[src/rtl/whackamole_pkg.sv]
// -----------------------------------------------------------------------------
// whackamole_pkg
//
// Shared definitions for the whack-a-mole game blocks.
//   mole_state_t  : state encoding of the mole generator
//   CNT_W         : width of the dwell/gap counter and the period register
//   LFSR_SEED     : power-on value of the 16-bit position LFSR
//   LFSR_TAPS     : feedback mask for taps 16,14,13,11 (bits 15,13,12,10)
//   next_mole_pos : turns an LFSR candidate into a position that never equals
//                   the currently displayed one
// -----------------------------------------------------------------------------
package whackamole_pkg;

   typedef enum logic [1:0] {
      ST_IDLE = 2'd0,
      ST_SHOW = 2'd1,
      ST_GAP  = 2'd2,
      ST_OVER = 2'd3
   } mole_state_t;

   localparam int unsigned CNT_W = 28;

   localparam logic [15:0] LFSR_SEED = 16'hACE1;
   localparam logic [15:0] LFSR_TAPS = 16'hB400;

   // A repeat of the current hole is bumped to the next hole (wrapping 7 -> 0),
   // so two consecutive moles are never in the same place.
   function automatic logic [2:0] next_mole_pos(input logic [2:0] cand,
                                                input logic [2:0] cur);
      return (cand == cur) ? cand + 3'd1 : cand;
   endfunction

endpackage

[src/rtl/mole_generator_lfsr16.sv]
// -----------------------------------------------------------------------------
// lfsr16
//
// Free-running 16-bit Fibonacci LFSR, taps 16,14,13,11. Shifts left every
// clock, feedback enters at bit 0. Never stalls, so the sequence position is a
// pure function of the number of clocks since reset.
//
// Ports
//   clk : system clock, rising edge
//   rst : asynchronous active-high reset, loads LFSR_SEED
//   q   : current LFSR contents
// -----------------------------------------------------------------------------
module lfsr16
   import whackamole_pkg::*;
(
   input  logic        clk,
   input  logic        rst,
   output logic [15:0] q
);

   logic fb;

   assign fb = ^(q & LFSR_TAPS);

   always_ff @(posedge clk or posedge rst) begin
      if (rst) begin
         q <= LFSR_SEED;
      end else begin
         q <= {q[14:0], fb};
      end
   end

endmodule

[src/rtl/mole_generator.sv]
// -----------------------------------------------------------------------------
// mole_generator
//
// Decides where the mole appears and for how long. A mole is shown for
// `period` cycles; if it is not hit it jumps to a new hole. A hit blanks the
// display for GAP_CYCLES, shortens the dwell by PERIOD_STEP (never below
// MIN_PERIOD) and then shows a new mole. Game over freezes the display until
// a restart.
//
// Parameters
//   MOLE_PERIOD : initial dwell in clk cycles
//   PERIOD_STEP : dwell reduction per hit
//   MIN_PERIOD  : dwell floor
//   GAP_CYCLES  : blank time after a hit
//
// Ports
//   clk            : system clock, rising edge
//   rst            : asynchronous active-high reset
//   i_restart_game : start / restart request (sampled synchronously)
//   i_game_over    : level, game timer expired
//   guess_correct  : one-cycle hit pulse, only honoured while a mole is shown
//   mole_pos       : current mole hole 0..7
//   mole_change    : one-cycle pulse, coincident with a new mole_pos value
//   mole_active    : high while a mole is displayed
//
// Event priority: restart > game over > hit > dwell/gap timeout.
// All outputs are registered; an event seen on cycle N is visible on N+1.
// -----------------------------------------------------------------------------
module mole_generator
   import whackamole_pkg::*;
#(
   parameter int unsigned MOLE_PERIOD = 100000000,
   parameter int unsigned PERIOD_STEP = 5000000,
   parameter int unsigned MIN_PERIOD  = 30000000,
   parameter int unsigned GAP_CYCLES  = 25000000
)
(
   input  logic       clk,
   input  logic       rst,
   input  logic       i_restart_game,
   input  logic       i_game_over,
   input  logic       guess_correct,
   output logic [2:0] mole_pos,
   output logic       mole_change,
   output logic       mole_active
);

   localparam logic [CNT_W-1:0] PERIOD_INIT = CNT_W'(MOLE_PERIOD);
   localparam logic [CNT_W-1:0] STEP_C      = CNT_W'(PERIOD_STEP);
   localparam logic [CNT_W-1:0] MIN_C       = CNT_W'(MIN_PERIOD);
   localparam logic [CNT_W-1:0] GAP_LAST    = CNT_W'(GAP_CYCLES - 1);

   mole_state_t      state;
   logic [CNT_W-1:0] cnt;
   logic [CNT_W-1:0] period;
   logic [CNT_W-1:0] period_last;
   logic [15:0]      lfsr_q;
   logic [2:0]       pos_next;
   logic             lfsr_unused;

   // Dwell shrink after a hit: subtraction saturates at zero, then the result
   // is clamped up to the floor.
   function automatic logic [CNT_W-1:0] shrink_period(input logic [CNT_W-1:0] p);
      logic [CNT_W-1:0] d;
      d = (p >= STEP_C) ? p - STEP_C : '0;
      return (d < MIN_C) ? MIN_C : d;
   endfunction

   lfsr16 u_lfsr (
      .clk (clk),
      .rst (rst),
      .q   (lfsr_q)
   );

   // Only the low three bits choose a hole; the rest just feed the shift chain.
   assign lfsr_unused = ^lfsr_q[15:3];

   assign pos_next    = next_mole_pos(lfsr_q[2:0], mole_pos);
   assign period_last = period - CNT_W'(1);

   always_ff @(posedge clk or posedge rst) begin
      if (rst) begin
         state       <= ST_IDLE;
         cnt         <= '0;
         period      <= PERIOD_INIT;
         mole_pos    <= 3'd0;
         mole_change <= 1'b0;
         mole_active <= 1'b0;
      end else begin
         mole_change <= 1'b0;

         if (i_restart_game) begin
            // Restart wins over everything, from any state.
            state       <= ST_SHOW;
            period      <= PERIOD_INIT;
            cnt         <= '0;
            mole_pos    <= pos_next;
            mole_change <= 1'b1;
            mole_active <= 1'b1;
         end else begin
            case (state)
               ST_IDLE: begin
                  mole_active <= 1'b0;
               end

               ST_SHOW: begin
                  if (i_game_over) begin
                     state       <= ST_OVER;
                     cnt         <= '0;
                     mole_active <= 1'b0;
                  end else if (guess_correct) begin
                     // A hit on the timeout cycle still counts as a hit.
                     state       <= ST_GAP;
                     cnt         <= '0;
                     period      <= shrink_period(period);
                     mole_active <= 1'b0;
                  end else if (cnt == period_last) begin
                     cnt         <= '0;
                     mole_pos    <= pos_next;
                     mole_change <= 1'b1;
                  end else begin
                     cnt <= cnt + CNT_W'(1);
                  end
               end

               ST_GAP: begin
                  if (i_game_over) begin
                     state       <= ST_OVER;
                     cnt         <= '0;
                     mole_active <= 1'b0;
                  end else if (cnt == GAP_LAST) begin
                     state       <= ST_SHOW;
                     cnt         <= '0;
                     mole_pos    <= pos_next;
                     mole_change <= 1'b1;
                     mole_active <= 1'b1;
                  end else begin
                     cnt <= cnt + CNT_W'(1);
                  end
               end

               ST_OVER: begin
                  // Frozen: position held, nothing displayed, until restart.
                  mole_active <= 1'b0;
               end

               default: begin
                  state       <= ST_IDLE;
                  cnt         <= '0;
                  mole_active <= 1'b0;
               end
            endcase
         end
      end
   end

endmodule

[config.mk]
export PLATFORM = sky130hd
export DESIGN_NAME = mole_generator
export DESIGN_NICKNAME = d
export VERILOG_FILES = /design/src/rtl/whackamole_pkg.sv /design/src/rtl/mole_generator_lfsr16.sv /design/src/rtl/mole_generator.sv
export SDC_FILE = /design/constraint.sdc
export NUM_CORES = 1
export LEC_CHECK = 0
export BUFFER_PORTS_ARGS = -buffer_cell sky130_fd_sc_hd__buf_2
export CORE_MARGIN = 2
export CORE_UTILIZATION = 55
export DETAILED_ROUTE_END_ITERATION = 16
export GPL_TIMING_DRIVEN = 0
export HOLD_SLACK_MARGIN = 0.02
export PLACE_DENSITY = 0.74
export SYNTH_ARGS = -nofsm -noshare
export SYNTH_HDL_FRONTEND = slang
export SYNTH_SLANG_ARGS = --single-unit
[constraint.sdc]
create_clock -name clk -period 3.05 [get_ports clk]
set_clock_uncertainty 0.2 [all_clocks]
set_input_delay 0.305 -clock clk [delete_from_list [all_inputs] [get_ports clk]]
set_output_delay 0.305 -clock clk [all_outputs]
set_load 0.05 [all_outputs]
* Yosys cells after proc, flatten, opt, wreduce, memory -nomap -nowiden
Index checks and enable logic that the tools add are counted.
** Storage, ports and cells
- Bits in registers :: 79
- Bits of input ports :: 5
- Output and inout bits :: 5
- Logic and storage cells :: 77
** Operators by class
- $add $sub $neg :: 4
- $lt $le $gt $ge :: 2
- Equality and inequality tests :: 14
- Multiplexer cells :: 40
- Reductions and logical operators :: 10
** Operators with widths (number)
- $mux W28 :: 12
- $pmux W28 S2 :: 1
- $add A28 B1 Y28 const B :: 1
- $eq A28 B25 Y1 const B :: 1
- $eq A28 B28 Y1 :: 1
- $ge A28 B23 Y1 const B :: 1
- $lt A28 B25 Y1 const B :: 1
- $sub A28 B1 Y28 const B :: 1
- $sub A28 B23 Y28 const B :: 1
- $mux W3 :: 7
- $reduce_xor A16 Y1 :: 1
- $ne A3 B3 Y1 const B :: 5
- $mux W1 :: 11
- $mux W2 :: 5
- $ne A4 B4 Y1 const B :: 2
- $pmux W3 S2 :: 1
- $reduce_and A3 Y1 :: 2
- $reduce_and A6 Y1 :: 1
- $eq A2 B2 Y1 const B :: 2
- $pmux W2 S2 :: 1
- $reduce_bool A2 Y1 :: 2
- $add A3 B1 Y3 const B :: 1
- $eq A3 B3 Y1 :: 1
- $pmux W1 S3 :: 1
- 7 further kinds :: 7

* Longest topological paths before layout
Gate-level depths: netlist of run 1.
- Word-level depth :: 8
- Gate-level depth with buffers :: 13
- Depth with buffers taken out :: 11

* Modules after synthesis
A second synthesis of run 1 with hierarchy kept.
** Unflattened totals
- Cell total of the unflattened synthesis :: 609
- Area, all modules :: 5143.7 um^2
** By module, submodules not included
- mole_generator :: times used 1, cells each 589, area each 4703.3 um^2, seq. area each 1441.4 um^2
- lfsr16 :: times used 1, cells each 20, area each 440.4 um^2, seq. area each 410.4 um^2

* Worst setup path before layout of run 1
OpenSTA, ideal clock, no wires.
- Path type :: flip-flop to flip-flop
- Start :: register period[6]
- End :: register cnt[7]
- Setup time :: 121 ps
- Arrival :: 2928 ps
- Required time :: 2729 ps
- Path slack :: -199 ps
- Cell stages (with the launch flop) :: 14
- Buffers on the path :: 2
- Clock period less this slack :: 3249 ps
- Cell sequence :: dfrtp_1 > inv_1 > ha_1 > nor4b_2 > nand2_1 > nor3b_4 > mux2_1 > a31oi_1 > o211a_1 > buf_6 > nand2_4 > a21o_1 > buf_2 > a22o_1
** On the way
- Word-level cells in the longest chain between the ends :: 7
** RTL lines
- from (decl) :: line mole_generator.sv:55 : logic [CNT_W-1:0] period;
- from (signal assigned) :: line mole_generator.sv:115 : period <= shrink_period(period);
- $sub A28 B1 Y28 :: line mole_generator.sv:79 : assign period_last = period - CNT_W'(1);
- $eq A28 B28 Y1 :: line mole_generator.sv:117 : end else if (cnt == period_last) begin
- $mux W28 :: line mole_generator.sv:117
- $mux W28 :: line mole_generator.sv:111 : end else if (guess_correct) begin
- $mux W28 :: line mole_generator.sv:107 : if (i_game_over) begin
- $pmux W28 S2 :: line mole_generator.sv:101 : case (state)
- $mux W28 :: line mole_generator.sv:92 : if (i_restart_game) begin
- to (signal assigned) :: line mole_generator.sv:122 : cnt <= cnt + CNT_W'(1);
- to (signal assigned) :: line mole_generator.sv:138 : cnt <= cnt + CNT_W'(1);
- to (decl) :: line mole_generator.sv:54 : logic [CNT_W-1:0] cnt;
No other way between the ends.
A chain may end at the register's enable or synchronous reset.

* Worst setup path after layout of run 1
- Start :: register period[8]
- End :: register cnt[20]
Same word-level chain as after synthesis.

==> out/qor.yml, run 1 <==
min_path:
  worstHoldPathCells: 0
  min_path_type: "flop to flop"
grt:
  grt_pass1_wl_um: 27100
  grt_usage: 0.312
  grt_pass1_vias: 5303
  grt_max_degree: 74
  antenna_found_initial: 0
  grt_overflow: 0
floorplan:
  die_h_um: 104
  core_um2: 9770
  die_w_um: 104
  dieArea_um2: 10900
  boundaryPins: 10
  initial_core_util: 0.565
  rows: 36
pwr:
  p_per_area_nw_per_um2: 382
  worst_ir_drop_vdd_mv: 0.309
  p_leak_nw: 2.88
  power_w: 0.00274
layout:
  drive_gt1_frac: 0.361
  instances_no_fill: 880
  nNetsFinal: 754
  diodes: 0
  multiInputGateArea_um2: 3960
  regArea_um2: 1860
  n_fill_cell: 693
  area_growth_pct: 29.6
synth:
  synth_async_sr_flop_share: 1.00
  avgSynthCellArea_um2: 8.28
  yosys_warnings: 0
  ys_seq_area_frac: 0.335
  ys_seq_elements: 73
  synthTopCellsByArea: "dfrtp_1 24%, dfstp_2 9.5%, nand2_1 4.5%, xnor2_1 4.3%, o21ai_0 4.1%"
  synth_edf_count: 0
  yosysTopAreaCellShare: 0.240
  synth_cells: 667
  syn_area_um2: 5530
  synthDistinctLibCells: 83
  synthFlopType: "dfrtp_1"
  synth_area_leader_cell: "dfrtp_1"
  syn_nets: 679
critical_path:
  critPathTopFamily: "simple AND/OR/NAND/NOR gates"
  rr_worst_depth: 12
  cp.buffers_inverters: 3
  path_depth: 12
  critPathMaxFanout: 6
  worstSetupPathType: "flop to flop"
  crit_arrival_ns: 3.32
  critPathRequiredTime_ns: 3.10
  cp-end-kind: "flop"
  path_cells: "buf_8 -> nor4_4 -> nand2_2 -> nor3b_4 -> mux2_4 -> a31oi_4 -> o211a_1 -> buf_6 -> nand2_8 -> a21o_1 -> buf_6 -> a22o_1"
  start_kind: "flop"
  slowest_stage: "nor4_4"
  worst_path_most_repeated_cell: "buf_6"
  max_stage_delay_ns: 0.50
sta:
  setup_viol: 52
  hold_violations: 0
  period_needed_ns: 3.27
  finalCritPeriodShare: 1.07
  setup_slack_ns: -0.216
  clock.fmax_mhz: 306
  maxSlewViolCount: 0
  maxSlewHeadroom: 0.312
  rsz0062_at_grt: "yes"
  worst_pin_slew_ns: 1.03
routing:
  wl_per_cell_um: 20.5
  drt_iter0_markers: 447
  viasPerCell: 6.49
  antenna_left: 0
  drc: 0
  firstDrtPassIters: 6
  wl_um: 18000
  vias: 5713
cts:
  path_clk_slew_ns: 0.09
  cts_tree: "yes"
  cts_sinks: 73
  h-tree-depth: 3
  cts_buffer_depth: 2
  numCtsBuffers: 9
  root_buffer: "clkbuf_8"
  insertion_delay_ns: 0.37
placement:
  dp_hpwl_um: 11000
  io_buffers: 9
  dp.cells: 809
  place_congestion: 0.924
  place_ws_ns: -0.814
run:
  cap_violations: 0
outcome:
  violations: "negative setup slack"
  status: "finished with violations"
## kinds of logic (layout without fill, tap and decap cells)
group	after synthesis	after routing	synth area share
flip-flops	73	73	0.335
AO/OA/AOI/OAI	196	196	0.244
multiplexers	7	7	0.0134
AND/OR/NAND/NOR	259	259	0.248
adder cells (fa/ha/maj)	7	7	0.0159
buffers and inverters	77	157	0.0677
XOR/XNOR	48	48	0.0761
## flip-flops by register name, summed over array words and instances (netlist names)
register	count
cnt	28
period	22
u_lfsr.q	16
mole_pos	3
state	2
mole_active	1
mole_change	1
## synthesized netlist by cell type, types with 5 or more instances
cell	instances
xnor2_1	27
a21oi_1	37
inv_1	28
a2bb2oi_1	5
a21o_1	9
nor2_1	59
nand2_1	66
a41oi_1	5
nor3_1	20
ha_1	7
or2_2	9
o31ai_1	12
a22o_1	10
or3_1	11
and3_1	6
clkbuf_1	27
nor2b_1	7
a211oi_1	5
xor2_1	21
o22ai_1	6
a31oi_1	11
nand3_1	21
buf_2	8
buf_6	8
dfstp_2	20
o21ai_0	45
a31o_2	7
and2_1	5
dfrtp_1	53
o211ai_1	6
nand4_1	14
nor4_1	10
## cells in the final DEF, fill, tap and decap left out, types with 5 or more instances in the layout
cell      Yosys  routed
nand2_1      66      64
buf_4         4      57
nor2_1       59      53
dfrtp_1      53      47
a21oi_1      37      28
xnor2_1      27      27
o21ai_0      45      26
inv_1        28      25
xor2_1       21      21
dfstp_2      20      20
clkbuf_1     27      17
nand3_1      21      17
buf_6         8      17
nor3_1       20      14
nand4_1      14      14
o21ai_2       1      12
buf_2         8      10
o21ai_1       4      10
a21o_1        9       9
a22o_1       10       9
clkbuf_8      0       9
or3_1        11       8
a31oi_1      11       7
a21oi_2       1       7
o211ai_1      6       6
or2_2         9       6
nor4_1       10       6
a31o_2        7       6
ha_1          7       6
dfrtp_2       0       6
nor3_4        1       5
or3_4         2       5
and3_1        6       5
## area by class of cell
cell class / count / share of cell area
multi-input combinational: 517 / 0.553
sequential: 73 / 0.260
timing repair buffer: 77 / 0.0893
buffer: 35 / 0.0314
tap: 133 / 0.0232
clock buffer: 10 / 0.0178
inverter: 29 / 0.0159
clock inverter: 6 / 0.00943
## worst paths after layout
check,from,endpoint,slack [ns]
max in group asynchronous,rst,cnt[0],1.49
worst max-delay path,period[8],cnt[20],-0.22
worst min-delay path,u_lfsr.q[6],u_lfsr.q[7],0.14
worst max register to register,period[8],cnt[20],-0.22
min in group asynchronous,rst,u_lfsr.q[12],0.51
worst min register to register,u_lfsr.q[6],u_lfsr.q[7],0.14
## metal layers
layer | up-vias | GRT usage | share of wire
met5 | - | 0 | 0
met4 | 0 | 0.144 | 0.049
met3 | 87 | 0.0482 | 0.083
met2 | 327 | 0.518 | 0.48
met1 | 2727 | 0.403 | 0.39
li1 | 2572 | - | -
## power breakdown
part | internal (W) | switching, W
registers | 0.00101 | 0.0000581
logic | 0.000365 | 0.000512
clock network | 0.000381 | 0.000406
total | 0.00176 | 0.000975
## metrics by stage
step	util	area [um^2]	setup TNS [ns]	hold WS, ns
final	0.733	7160	-5.90	0.142
after global routing	0.733	7160	-8.81	0.145
after CTS	0.672	6570	-4.91	0.147
after detailed placement	0.591	5780	-35.23	0.139
after global placement	0.591	5770	-41.61	0.132
after floorplan	-	5560	-0.498	0.131
## timing repair
action / in CTS / in global routing
buffers inserted: 37 / 30
hold endpoints to repair: 54 / 0
resized for setup: 84 / 97
cloned: 1 / 2
endpoints found under the setup margin: 55 / 53
hold buffers: 2 / 0
pin swaps: 24 / 50
Power figures use the tool's default switching activity.
==> inputs of run 2 (changes only) <==
--- a/config.mk
+++ b/config.mk
@@ -9,9 +9,9 @@
 export CORE_MARGIN = 2
 export CORE_UTILIZATION = 55
 export DETAILED_ROUTE_END_ITERATION = 16
-export GPL_TIMING_DRIVEN = 0
 export HOLD_SLACK_MARGIN = 0.02
 export PLACE_DENSITY = 0.74
+export SLEW_MARGIN = 40
 export SYNTH_ARGS = -nofsm -noshare
 export SYNTH_HDL_FRONTEND = slang
 export SYNTH_SLANG_ARGS = --single-unit
==> out/qor.yml, run 2 (synthesis results as in run 1) <==
placement:
  place_ws_ns: -0.166  # +0.647 ns
  dpl-instance-area_um2: 6330  # +9.5%
  place_congestion: 0.979  # +6.0%
  dp_hpwl_um: 11700  # +6.0%
  io_buffers: 9  # unchanged
cts:
  cts_buffer_depth: 2  # unchanged
  path_clk_slew_ns: 0.11  # +0.02 ns
  h-tree-depth: 3  # unchanged
  insertion_delay_ns: 0.39  # +0.02 ns
  cts_tree: "yes"
  numCtsBuffers: 9  # unchanged
  cts_sinks: 73  # unchanged
  root_buffer: "clkbuf_8"
layout:
  design_area_um2: 7410  # +3.5%
  final_cell_mix: "111 x buf_4, 65 x nand2_1, 56 x nor2_1"
  layout_commonest_cell: "buf_4"
  nNetsFinal: 785  # +4.1%
  top_regs: "cnt (28), period (22), u_lfsr.q (16)"
  largest_reg_flops: 28  # unchanged
  area_growth_pct: 34.1
  diodes: 0  # unchanged
  drive_gt1_frac: 0.387  # +0.0254
  regMostFlops: "cnt"
critical_path:
  cp-end-kind: "flop"
  slowest_stage: "or3_4"
  critPathRequiredTime_ns: 3.14  # +0.04 ns
  worstSetupPathType: "flop to flop"
  crit_arrival_ns: 3.28  # -0.04 ns
  start_kind: "flop"
  critPathMaxFanout: 8  # +2
  path_cells: "or3_4 -> buf_6 -> or3_4 -> o31a_1 -> a41oi_2 -> nor4_2 -> o2111a_2 -> buf_6 -> and2_4 -> a211oi_4 -> mux2i_1"
  max_stage_delay_ns: 0.43  # -0.07 ns
pwr:
  clock_power_share: 0.311  # +0.023
  swShare: 0.349  # -0.00706
  p_comb_frac: 0.321  # about the same
  power_w: 0.00292  # +6.7%
  p_int_w: 0.00190  # +7.9%
  p_leak_nw: 3.05  # +5.9%
  power.switching_w: 0.00102  # +4.6%
  worst_ir_drop_vdd_mv: 0.414  # +34%
  power_frac_seq: 0.369  # -0.023
  p_per_area_nw_per_um2: 394  # +3.2%
grt:
  antenna_found_initial: 0  # unchanged
  grt_use_met2: 0.514  # -0.00376
  grt_pass1_vias: 5612  # +5.8%
  grt_overflow: 0  # unchanged
  grtUsageMet3: 0.0727  # +0.0244
  grt_pass1_wl_um: 27800  # +2.4%
  grt-busiest-layer: "met2"
  grt_max_degree: 44  # -41%
  use_met1: 0.404  # +0.00111
  grt_usage: 0.319  # +0.00649
run:
  cap_violations: 0  # unchanged
sta:
  period_needed_ns: 3.19  # -0.0777 ns
  maxSlewHeadroom: 0.428  # +0.116
  worst_pin_slew_ns: 0.855  # -0.174 ns
  finalCritPeriodShare: 1.05  # -0.0255
  hold_violations: 0  # unchanged
  setup_viol: 44  # -15%
  maxSlewViolCount: 0  # unchanged
  setup_slack_ns: -0.138  # +0.0777 ns
  clock.fmax_mhz: 314  # +2.4%
  rsz0062_at_grt: "yes"
floorplan:
  initial_core_util: 0.565  # unchanged
  dieArea_um2: 10900  # unchanged
  die_h_um: 104  # unchanged
  rows: 36  # unchanged
  core_um2: 9770  # unchanged
  boundaryPins: 10  # unchanged
  die_w_um: 104  # unchanged
outcome:
  status: "finished with violations"
  violations: "negative setup slack"
routing:
  wl_per_cell_um: 20.3  # -0.56%
  wl_um: 18500  # +2.9%
  drc: 0  # unchanged
  viasPerCell: 6.42  # -1.0%
  drt_iter0_markers: 509  # +14%
  firstDrtPassIters: 5  # -1
  antenna_left: 0  # unchanged
  vias: 5853  # +2.5%
min_path:
  min_path_type: "input port to flop"
-- run 2: changes by cell type in the layout (fill, tap and decap cells not counted), moves of 4 or more --
cell and delta:
buf_4 +54, clkbuf_1 -17, clkbuf_4 -4, nand3_1 +4, nand3_2 -4, o21ai_1 +6
o2bb2ai_1 +4, o2bb2ai_2 -4
-- run 2: area by class of cell --
type | instances | area [um^2]
multi-input cells | 518 | 3880
clock buffers | 9 | 124
fillers | 656 | 2360
inverters | 29 | 109
flip-flops and latches | 73 | 1860
well taps | 133 | 166
repair buffers | 142 | 1170
clock inverters | 7 | 101
-- run 2: critical path: cells and delay by family (launching register included) --
family	cells	cell delay [ns]
buffers and inverters	2	0.28
multiplexers	1	0.23
AND/OR/NAND/NOR	4	1.01
flip-flops	1	0.39
AO/OA/AOI/OAI	4	0.97
-- run 2: stage by stage --
stage               utilization  hold WS (ns)  std cells  TNS, ns
finish                    0.758         0.136        911    -2.49
global route              0.758         0.145        911    -7.06
CTS                       0.704         0.121        894   -0.968
detailed placement        0.647         0.141        866    -3.26
global placement          0.647         0.137        866   -0.651
floorplan                     -         0.131        667   -0.498
-- run 2: power by group through the flow --
stage	Combinational, W	Clock, W	Sequential [W]
after CTS	0.000789	0.000914	0.00107
after global placement	0.000696	0	0.00108
after floorplan	0.000446	0	0.00109
after detailed placement	0.000716	0	0.00109
final	0.000937	0.000907	0.00108
after global routing	0.000993	0.000945	0.00108
-- run 2: repair_timing --
item                                    4_1_cts  5_1_grt
pin swaps                                    18       45
resized for setup                            48       93
endpoints found under the setup margin       52       51
buffers inserted                              8       18
hold buffers                                  2        0
hold endpoints to repair                     15        0
cloned                                        2        0
-- run 2: final timing paths --
| check | startpoint | end | slack [ns] | depth (start not counted) |
|---|---|---|---|---|
| worst min register to register | u_lfsr.q[5] | u_lfsr.q[6] | 0.16 | 0 |
| min in group asynchronous | rst | period[6] | 0.38 | 3 |
| max in group asynchronous | rst | period[21] | 1.52 | 4 |
| worst max register to register | period[16] | mole_pos[0] | -0.14 | 11 |
| worst max-delay path | period[16] | mole_pos[0] | -0.14 | 11 |
| worst min-delay path | i_restart_game | period[17] | 0.14 | 2 |
-- run 2: per-layer routing --
metal  wire length (um)  part of all wire
met1               7360              0.40
met2               8760              0.47
met3               1590             0.086
met4                830             0.045
met5                  0                 0
